## config.mk

```make
export PLATFORM = sky130hd
export DESIGN_NAME = carry_lookahead_adder
export DESIGN_NICKNAME = d
export VERILOG_FILES = /design/src/rtl/carry_lookahead_adder.sv
export SDC_FILE = /design/constraint.sdc
export NUM_CORES = 1
export LEC_CHECK = 0
export ABC_AREA = 1
export CAP_MARGIN = 20
export CORE_ASPECT_RATIO = 0.6
export CORE_UTILIZATION = 30
export DETAILED_ROUTE_END_ITERATION = 10
export PLACE_DENSITY = 0.68
export SLEW_MARGIN = 20
export SYNTH_ARGS = -nofsm -noshare
export SYNTH_HDL_FRONTEND = slang
export SYNTH_SLANG_ARGS = --single-unit
```

## constraint.sdc

```tcl
create_clock -name clk -period 0.8 [get_ports clk]
set_input_delay 0.16 -clock clk [delete_from_list [all_inputs] [get_ports clk]]
set_output_delay 0.16 -clock clk [all_outputs]
set_load 0.005 [all_outputs]
```

## src/rtl/carry_lookahead_adder.sv

```systemverilog
// Registered N-bit carry-lookahead adder: {cout, sum} = a + b + cin, one cycle of latency.
// 4-bit lookahead groups, flat group lookahead within super-groups of 4 groups.
module carry_lookahead_adder #(
   parameter int unsigned N = 16
) (
   input  logic         clk,
   input  logic         rst,
   input  logic [N-1:0] a,
   input  logic [N-1:0] b,
   input  logic         cin,
   output logic [N-1:0] sum,
   output logic         cout
);

   localparam int NG = N / 4;
   localparam int NS = (NG + 3) / 4;

   if (N < 4 || (N % 4) != 0) begin : g_bad_width
      $error("carry_lookahead_adder: N must be a multiple of 4 and at least 4");
   end

   logic [N-1:0]  g;
   logic [N-1:0]  p;
   logic [N-1:0]  c;
   logic [N-1:0]  sum_comb;
   logic [NG-1:0] gg;
   logic [NG-1:0] gp;
   logic [NG:0]   gc;
   logic [NS:0]   sc;

   assign g = a & b;
   assign p = a ^ b;

   always_comb begin
      gg = '0;
      gp = '0;
      gc = '0;
      sc = '0;
      c  = '0;

      for (int j = 0; j < NG; j++) begin
         gg[j] = g[4*j+3]
               | (p[4*j+3] & g[4*j+2])
               | (p[4*j+3] & p[4*j+2] & g[4*j+1])
               | (p[4*j+3] & p[4*j+2] & p[4*j+1] & g[4*j]);
         gp[j] = &p[4*j +: 4];
      end

      // Each super-group resolves its group carries as flat sum-of-products from its
      // carry-in; only the super-group carries ripple. For N<=16 there is one super-group.
      sc[0] = cin;
      gc[0] = cin;
      for (int s = 0; s < NS; s++) begin
         int base;
         int top;
         base = 4 * s;
         top  = (base + 3 < NG - 1) ? base + 3 : NG - 1;
         for (int j = base; j <= top; j++) begin
            logic acc;
            logic prod;
            acc = 1'b0;
            for (int t = base; t <= j; t++) begin
               prod = gg[t];
               for (int u = t + 1; u <= j; u++) prod = prod & gp[u];
               acc = acc | prod;
            end
            prod = sc[s];
            for (int u = base; u <= j; u++) prod = prod & gp[u];
            gc[j+1] = acc | prod;
         end
         sc[s+1] = gc[top+1];
      end

      for (int j = 0; j < NG; j++) begin
         c[4*j]   = gc[j];
         c[4*j+1] = g[4*j] | (p[4*j] & gc[j]);
         c[4*j+2] = g[4*j+1] | (p[4*j+1] & g[4*j])
                  | (p[4*j+1] & p[4*j] & gc[j]);
         c[4*j+3] = g[4*j+2] | (p[4*j+2] & g[4*j+1])
                  | (p[4*j+2] & p[4*j+1] & g[4*j])
                  | (p[4*j+2] & p[4*j+1] & p[4*j] & gc[j]);
      end
   end

   assign sum_comb = p ^ c;

   always_ff @(posedge clk or posedge rst) begin
      if (rst) begin
         sum  <= '0;
         cout <= 1'b0;
      end else begin
         sum  <= sum_comb;
         cout <= gc[NG];
      end
   end

endmodule

```

== Word level (Yosys, flattened, before mapping) ==
Index checks and enable logic that the tools add are counted.

* Word-level logic and storage cells: 121
* Bits in registers: 17
* Bits of input ports: 35
* Output and inout port bits: 17

* Reductions and logical operators: 4
* Bitwise operators: 115

{| class="wikitable"
|+ Operators by type and width
! cell !! number
|-
| $and A1 B1 Y1 || 66
|-
| $or A1 B1 Y1 || 46
|-
| $xor A16 B16 Y16 || 2
|-
| $and A16 B16 Y16 || 1
|-
| $reduce_and A4 Y1 || 4
|}

== Longest topological paths before layout ==
Gate-level depths: netlist of run 1.

* Word-level depth: 13
* Depth in mapped cells: 11
* Depth with buffers taken out: 11

== Worst setup path before layout of run 1 ==
Ideal clock, no wire load.

* Path type: input -> register
* Start: input port a[7]
* End: register sum[13]
* Stages on the path: 9
* Required time: 0.676 ns
* Slack: -0.858 ns
* Setup time: 0.124 ns
* Arrival: 1.534 ns
* Path buffers: 0
* Path through: ha_1 nand2_1 nor2_2 nor2_2 nand2_1 nand2_1 nand4_2 fa_1 xor2_1

* Word-level cells in the longest chain between the ends: 12
* Elaborated cells between the ends (all ways): 22
* Classes of those cells: bitwise: 21; reduce/logical: 1

{| class="wikitable"
|+ Ends and longest elaborated chain
! element !! RTL line !! source
|-
| from (decl) || 8 || <nowiki>input logic [N-1:0] a,</nowiki>
|-
| $xor A16 B16 Y16 || 32 || <nowiki>assign p = a ^ b;</nowiki>
|-
| $and A1 B1 Y1, on equally long branches || 43, 44, 45 ||
|-
| $or A1 B1 Y1 (tied with other cells) || 43 || <nowiki>| (p[4*j+3] & g[4*j+2])</nowiki>
|-
| $or A1 B1 Y1 or $and A1 B1 Y1 (tied branches) || 44, 45 ||
|-
| $or A1 B1 Y1 || 45 || <nowiki>| (p[4*j+3] & p[4*j+2] & p[4*j+1] & g[4*j]);</nowiki>
|-
| $and A1 B1 Y1 || 64 || <nowiki>for (int u = t + 1; u <= j; u++) prod = prod & gp[u];</nowiki>
|-
| $or A1 B1 Y1 (2 in a row) || 65 || <nowiki>acc = acc | prod;</nowiki>
|-
| $or A1 B1 Y1 (*) || 69 || <nowiki>gc[j+1] = acc | prod;</nowiki>
|-
| $and A1 B1 Y1 (*) || 76 || <nowiki>c[4*j+1] = g[4*j] | (p[4*j] & gc[j]);</nowiki>
|-
| $or A1 B1 Y1 (*) || 76 ||
|-
| $xor A16 B16 Y16 (*) || 85 || <nowiki>assign sum_comb = p ^ c;</nowiki>
|-
| via sum_comb[13] || 25 || <nowiki>logic [N-1:0] sum_comb;</nowiki>
|-
| to (signal assigned) || 92 || <nowiki>sum <= sum_comb;</nowiki>
|-
| to (decl) || 11 || <nowiki>output logic [N-1:0] sum,</nowiki>
|}

Mark *: on every way through the listed nets, which the timed path passes. The rest lies on a longest branch.

== Worst setup path after layout of run 1 ==
* Start: input port a[7]
* End: register sum[12]

* Word-level cells in the longest chain between the ends: 10
* Elaborated cells between the ends (all ways): 20
* Classes of those cells: bitwise: 19; reduce/logical: 1

{| class="wikitable"
|+ Ends and longest elaborated chain
! element !! RTL line
|-
| $xor A16 B16 Y16 || 32
|-
| $and A1 B1 Y1, on equally long branches || 43, 44, 45
|-
| $or A1 B1 Y1 (tied with other cells) || 43
|-
| $or A1 B1 Y1 or $and A1 B1 Y1 (tied branches) || 44, 45
|-
| $or A1 B1 Y1 || 45
|-
| $and A1 B1 Y1 || 64
|-
| $or A1 B1 Y1 (2 in a row) || 65
|-
| $or A1 B1 Y1 (*) || 69
|-
| $xor A16 B16 Y16 (*) || 85
|-
| via sum_comb[12] || 25
|}

Marked as above.

==> key figures, run 1 <==
STA
  • Fin. Hold Viols: 0
  • RSZ-0062 raised after global routing: yes
  • Final period demand of the worst path: 1.405 ns
  • Worst rel slew slack: between 80% and 90%
  • Final Max Tran Viols: 0
  • WHS: between 0.2 and 0.25 ns
  • Worst-Margin Slew: 0.2113 ns
  • Final Worst Setup Slack: -0.6048 ns
  • FMAX: 711.8 MHz
  • Setup_tns: -7.992 ns
  • Final setup viols: 32
  • Final period util: 175.6%

Layout
  • Layout area overhead: 97.72%
  • Number of diodes: 0
  • Nets: 283
  • Post-route insts no fill: 274
  • Layout cells sized above 1: between 60 and 70%

Place
  • RD Place Congestion: 0.7576
  • Dpl hpwl: 2.741 mm
  • Dpl cells: between 200 and 300
  • PortBufs: 51

Route
  • Routed WL: ~3.7 mm
  • Drt initial violations: 31
  • Routed via count: between 1000 and 1500
  • WL/cell: 13.59 um
  • Residual DRC count: 5
  • Drt via density: 4.551
  • Antenna Nets Post-Route: 0
  • DRT Pass-1 Iters: 7

Die
  • Num rows: 17
  • Initial Util: roughly 32%
  • Total die area: 4295 um2
  • Chip Width: around 84 um
  • Core Region: 3765 um2
  • Die extent in y: ~50 um
  • I/O pin total: 52

Synthesis
  • Mapped Cells: 139
  • Commonest cells in the netlist: 38 x nand2_1, 18 x inv_1, 17 x dfrtp_1
  • YS warnings: 0
  • Largest cells by area after synthesis: dfrtp_1 35%, ha_1 17%, nand2_1 12%
  • FF+latch count, synth: 17
  • Top_reg_cell synth: dfrtp_1
  • Most area-hungry cell type in the Yosys netlist: dfrtp_1
  • Most frequent cell after synthesis: nand2_1
  • Ys async rst share: 100.0%
  • Top-area cell type share of the netlist area: 35.20%
  • Post-synth EDFFs: 0
  • Syn nets: ~190
  • Cell variety after synth: 20
  • Avg Cell Area, Syn: 8.695 um2
  • Post-Syn Area: 1209 um2
  • Register area share after synthesis: roughly a third

Global routing
  • Overflow after GRT: 0
  • Initial antenna violation count: 0
  • Number of global-route vias before repair: 1400
  • First-pass GRT wire length: slightly above 6 mm
  • GRT Overall Usage: 18.41%
  • Largest net degree at the start of global routing: 18

Power and ir drop
  • Switching Fraction: 32.83%
  • VDD IR-drop max: between 0.5 and 0.6 mV
  • Psw: 1.091 mW
  • Comb power frac: a little under half
  • Seq pwr share: 32.3%
  • Clock group share of total power: 19.8%
  • Leak: 1.185 nW
  • Power density over the cells: 1390 nW/um2
  • Internal: 2.232 mW

Critical path
  • Crit Path Max Fanout: 4
  • CP startpoint kind: primary input
  • Kind of critical path: primary input to flip-flop
  • Data arrival time of the worst path: 1.53 ns
  • CP required: 0.93 ns
  • Worst setup EP type: flip-flop

Hold path
  • Hold Path Class: primary input to asynchronous set/reset pin

Clock network
  • CTS root buffer: clkbuf_8
  • CTS H-tree lvls: 1
  • CTS tree: built
  • CTS max path bufs: 2
  • Sink Count: 17
  • CTS clk-pin slew, worst paths: approximately 0.070 ns
  • Cts bufs inserted: 3
  • # hold bufs at CTS: 0

Run
  • Maxcap violations: 0

Status
  • Failing checks: DRC, setup timing
  • Status: complete, but fails checks
[state kept, by name (all words and copies together) (netlist names)]
register	cells
sum	16
cout	1
[logic make-up (layout without fill, tap and decap cells)]
group,Yosys count,in the layout,synth area share [%]
buffers and inverters,19,107,5.900
adder cells (fa/ha/maj),20,20,23.19
XOR/XNOR,7,7,5.073
AND/OR/NAND/NOR,68,68,27.02
AO/OA/AOI/OAI,8,8,3.623
flip-flops,17,17,35.20
[how the worst max path moves through the flow]
stage	slack (ns)	end	start
2_1_floorplan	-0.68	sum[13]$_DFF_PP0_	a[6]
3_3_place_gp	-1.19	sum[13]$_DFF_PP0_	a[3]
3_5_place_dp	-1.25	sum[13]$_DFF_PP0_	a[3]
4_1_cts	-0.59	sum[13]$_DFF_PP0_	b[7]
5_1_grt	-0.67	sum[13]$_DFF_PP0_	b[7]
6_report	-0.60	sum[12]$_DFF_PP0_	a[7]
[repair_timing]
item                       in CTS  in global routing
gates cloned                    0                  0
gates resized for setup       214                 24
pin swaps                      49                 26
setup endpoints to repair      34                 33
setup buffers                   6                  4
[routing by layer]
layer / track usage, % / vias to the layer above / part of all wire (%)
met1: 21.72 / 591 / 44
met5: 0 / - / 0
li1: - / 621 / -
met2: 34.29 / 31 / 51
met3: 4.362 / 4 / 4.7
met4: 4.598 / 0 / 1.1
[power by group through the flow]
stage	clock network, mW	registers, mW	logic (mW)
after global routing	0.729	1.09	1.74
final	0.657	1.07	1.59
after CTS	0.678	1.07	1.46
after floorplan	0	1.11	0.558
after detailed placement	0	1.10	1.44
after global placement	0	1.09	1.39
[layout make-up]
type / instances / area (um2)
inverters: 19 / 81.33
repair buffers: 84 / 678.2
clock buffers: 3 / 41.29
multi-input cells: 103 / 1100
flip-flops and latches: 17 / 425.4
clock inverters: 1 / 5.005
well taps: 47 / 58.81
fillers: 300 / 1375
[per-stage QoR]
step           setup WS [ns]  total power [mW]  cell area, um2  util [%]
3_3_place_gp          -1.194             2.482            2181     57.93
3_5_place_dp          -1.246             2.538            2181     57.93
5_1_grt              -0.6728             3.558            2390     63.48
6_report             -0.6048             3.323            2390     63.48
4_1_cts              -0.5892             3.211            2272     60.35
2_1_floorplan        -0.6820             1.665            1381         -
[worst max-delay path, cell delays in order]
cell	delay, ns
buf_6	0.10
ha_4	0.29
nand2_4	0.06
buf_12	0.12
nor2_4	0.12
nand3_2	0.12
nand4_4	0.12
fa_2	0.45
[placed cells by master (no fill, tap or decap), types with 2 or more instances in the layout]
master,n
buf_2,30
buf_4,23
buf_6,19
nand2_1,18
dfrtp_1,17
inv_1,15
nand2_2,13
ha_4,13
nand2_4,10
clkdlybuf4s50_1,9
nand3_1,6
nor2_4,5
nor2_1,5
xor2_1,4
fa_2,4
nand3_4,3
a21oi_1,3
ha_1,3
clkbuf_8,3
inv_2,2
a21oi_4,2
nand3_2,2
nor2_2,2
a21oi_2,2
xnor2_1,2
buf_12,2
Power figures use the tool's default switching activity.
==> inputs of run 2 (changes only) <==
--- a/config.mk
+++ b/config.mk
@@ -6,7 +6,6 @@
 export NUM_CORES = 1
 export LEC_CHECK = 0
 export ABC_AREA = 1
-export CAP_MARGIN = 20
 export CORE_ASPECT_RATIO = 0.6
 export CORE_UTILIZATION = 30
 export DETAILED_ROUTE_END_ITERATION = 10
==> results of run 2 <==
No change in the layout: final DEF, timing and power equal those of run 1.
==> edit (config.mk and constraints of run 2) <==
`sum` no longer has a reset.
--- a/src/rtl/carry_lookahead_adder.sv
+++ b/src/rtl/carry_lookahead_adder.sv
@@ -87,12 +87,14 @@
    always_ff @(posedge clk or posedge rst) begin
       if (rst) begin
-         sum  <= '0;
          cout <= 1'b0;
       end else begin
-         sum  <= sum_comb;
          cout <= gc[NG];
       end
    end
 
+   always_ff @(posedge clk) begin
+      sum <= sum_comb;
+   end
+
 endmodule
 
Check against the original RTL: not equivalent (a bounded check fails within 4 cycles, from zero or initial values and one cycle with rst high).
==> edit against run 2 <==
- the flow finishes with violations (setup timing)
- cell area fell by 7.4%
- synthesized cell count did not move
- sequential cell count did not move
- power fell by 4.4%
- clock power barely moved
- area after synthesis fell by 6.6%
- setup slack improved by 0.041 ns
- non-clock buffer count fell by 7
- wire length fell by 15%
- combinational power fell by 9%
==> edit: results (changes against run 2) <==
Parameter                              Value

Timing
  Setup TNS ... -6.359 ns (+1.633 ns)
  Slew @ Worst Pin ... 0.2387 ns (+0.02734 ns)
  Worst setup margin ... -0.5634 ns (+0.04140 ns)
  Final setup violation count ... 31 (-3.1%)
  Post-route worst hold slack ... 0.03734 ns (-0.1808 ns)

Cells and area
  Number of nets in the final layout ... 276 (-2.5%)
  Registers with the most flip-flops ... sum: 16 flops, cout: 1 flops
  Number of antenna repair diodes ... 0 (unchanged)
  FILL cells ... 255 (-15%)
  Final instance count without filler cells ... 265 (-3.3%)
  Proportion of layout cells with a drive suffix above 1 ... 60.45% (-2.5 points)

Yosys
  Leading register cell type out of synthesis ... dfxtp_1
  Post-synth EDFFs ... 0 (unchanged)
  Number of library cell types mapped by synthesis ... 21 (+5.0%)
  Mean instance size in the synthesized netlist ... 8.119 sq um (-6.6%)
  Fraction of the yosys area taken by sequential cells ... 30.60% (-4.6 points)
  Cell types with the highest counts after synthesis ... nand2_1, inv_1, dfxtp_1, ha_1, nand3_1
  Count of warnings emitted by yosys ... 0 (unchanged)
  Cell types with the largest area share after synthesis ... dfxtp_1, ha_1, nand2_1
  Ys async rst share ... 5.882% (-94 points)

Run status
  Outcome ... complete, but fails checks
  Violated checks ... setup timing

Power and ir drop
  LEAKAGE ... 0.001072 uW (-9.5%)
  Worst ir drop on vdd ... 756.1 uV (+43%)
  Switching share of power ... 31.07% (-1.8 points)
  Register share of total power ... 33.7% (+1.4 points)
  Power consumed by combinational cells ... 1450 uW (-9%)

Placement
  Global placer's final weighted congestion ... 0.7553 (-0.30%)
  Inst Count DP ... 254 (-4.5%)
  Sum of net half-perimeters after detailed placement ... 2.299 mm (-16%)

Detailed routing
  Drt first-iter violations ... 29 (-6.5%)
  Vias per cell ... 4.502 (-1.1%)
  Detailed-routing iteration count for the pre-antenna-repair pass ... 4 (-3)
  Average wire length per cell after detail routing ... 11.96 um (-12%)

Global route
  Vias in the first global route ... 1175 (-16%)
  All-layer global routing usage ... 16.99% (-1.4 points)
  Pin count of the biggest net entering global routing ... 10 (-8)
  Wire length of the first global-routing pass ... 5.071 mm (-18%)

Clock network
  Count of H-tree levels built during CTS ... 1 (unchanged)

Worst setup path
  Startpoint of the worst setup timing path ... b[6]
  Critical path peak fanout ... 3 (-1)
  CP arrival ... 1.50 ns (-0.03 ns)
==> edit: changes by cell type after synthesis <==
cell,change
dfrtp_1,-16
dfxtp_1,+16
==> edit: area by class of cell <==
class                   instances  area share, %
flip-flops and latches         17          15.88
inverters                      19          3.561
well taps                      45          2.544
repair buffers                 77          27.81
clock buffers                   4          2.035
multi-input cells             103          48.16
==> edit: layer usage <==
metal	vias up	wire, um	track usage [%]
li1	604	-	-
met1	537	1346	19.93
met2	39	1497	27.59
met3	13	215	5.370
met4	0	110	8.929
met5	-	0	0
==> edit: critical path: stages <==
cell	delay [ns]
buf_6	0.09
ha_4	0.29
nand2_4	0.06
buf_6	0.11
nor2_4	0.14
nand3_2	0.10
nand4_4	0.12
fa_2	0.43
==> edit: cell families (layout without fill, tap and decap cells) <==
family          Yosys count  in the layout  synth area share, %
simple gates             68             68                28.94
flops                    17             17                30.60
xor+xnor                  7              7                5.432
compound gates            8              8                3.880
fa+ha+maj                20             20                24.83
buf+inv                  19            100                6.319
==> edit: stage by stage <==
step | worst slack (ns) | power [uW] | cell area (sq um)
floorplan | -0.6763 | 1664 | 1320
global placement | -1.216 | 2397 | 2029
detailed placement | -1.235 | 2422 | 2029
CTS | -0.5571 | 3064 | 2088
global route | -0.6155 | 3378 | 2213
finish | -0.5634 | 3177 | 2213
==> edit: repair_timing <==
item                                   4_1_cts  5_1_grt
setup endpoints to repair                   34       33
endpoints found under the hold margin        0        0
resized for setup                          209       29
buffers inserted                             7        3
pin swaps                                   51       23
==> edit: path summary, 6_finish.rpt <==
kind | depth (start not counted) | endpoint
max | 8 | sum[12]
min | 2 | cout
max in group asynchronous | 2 | cout
min in group clk | 2 | sum[8]
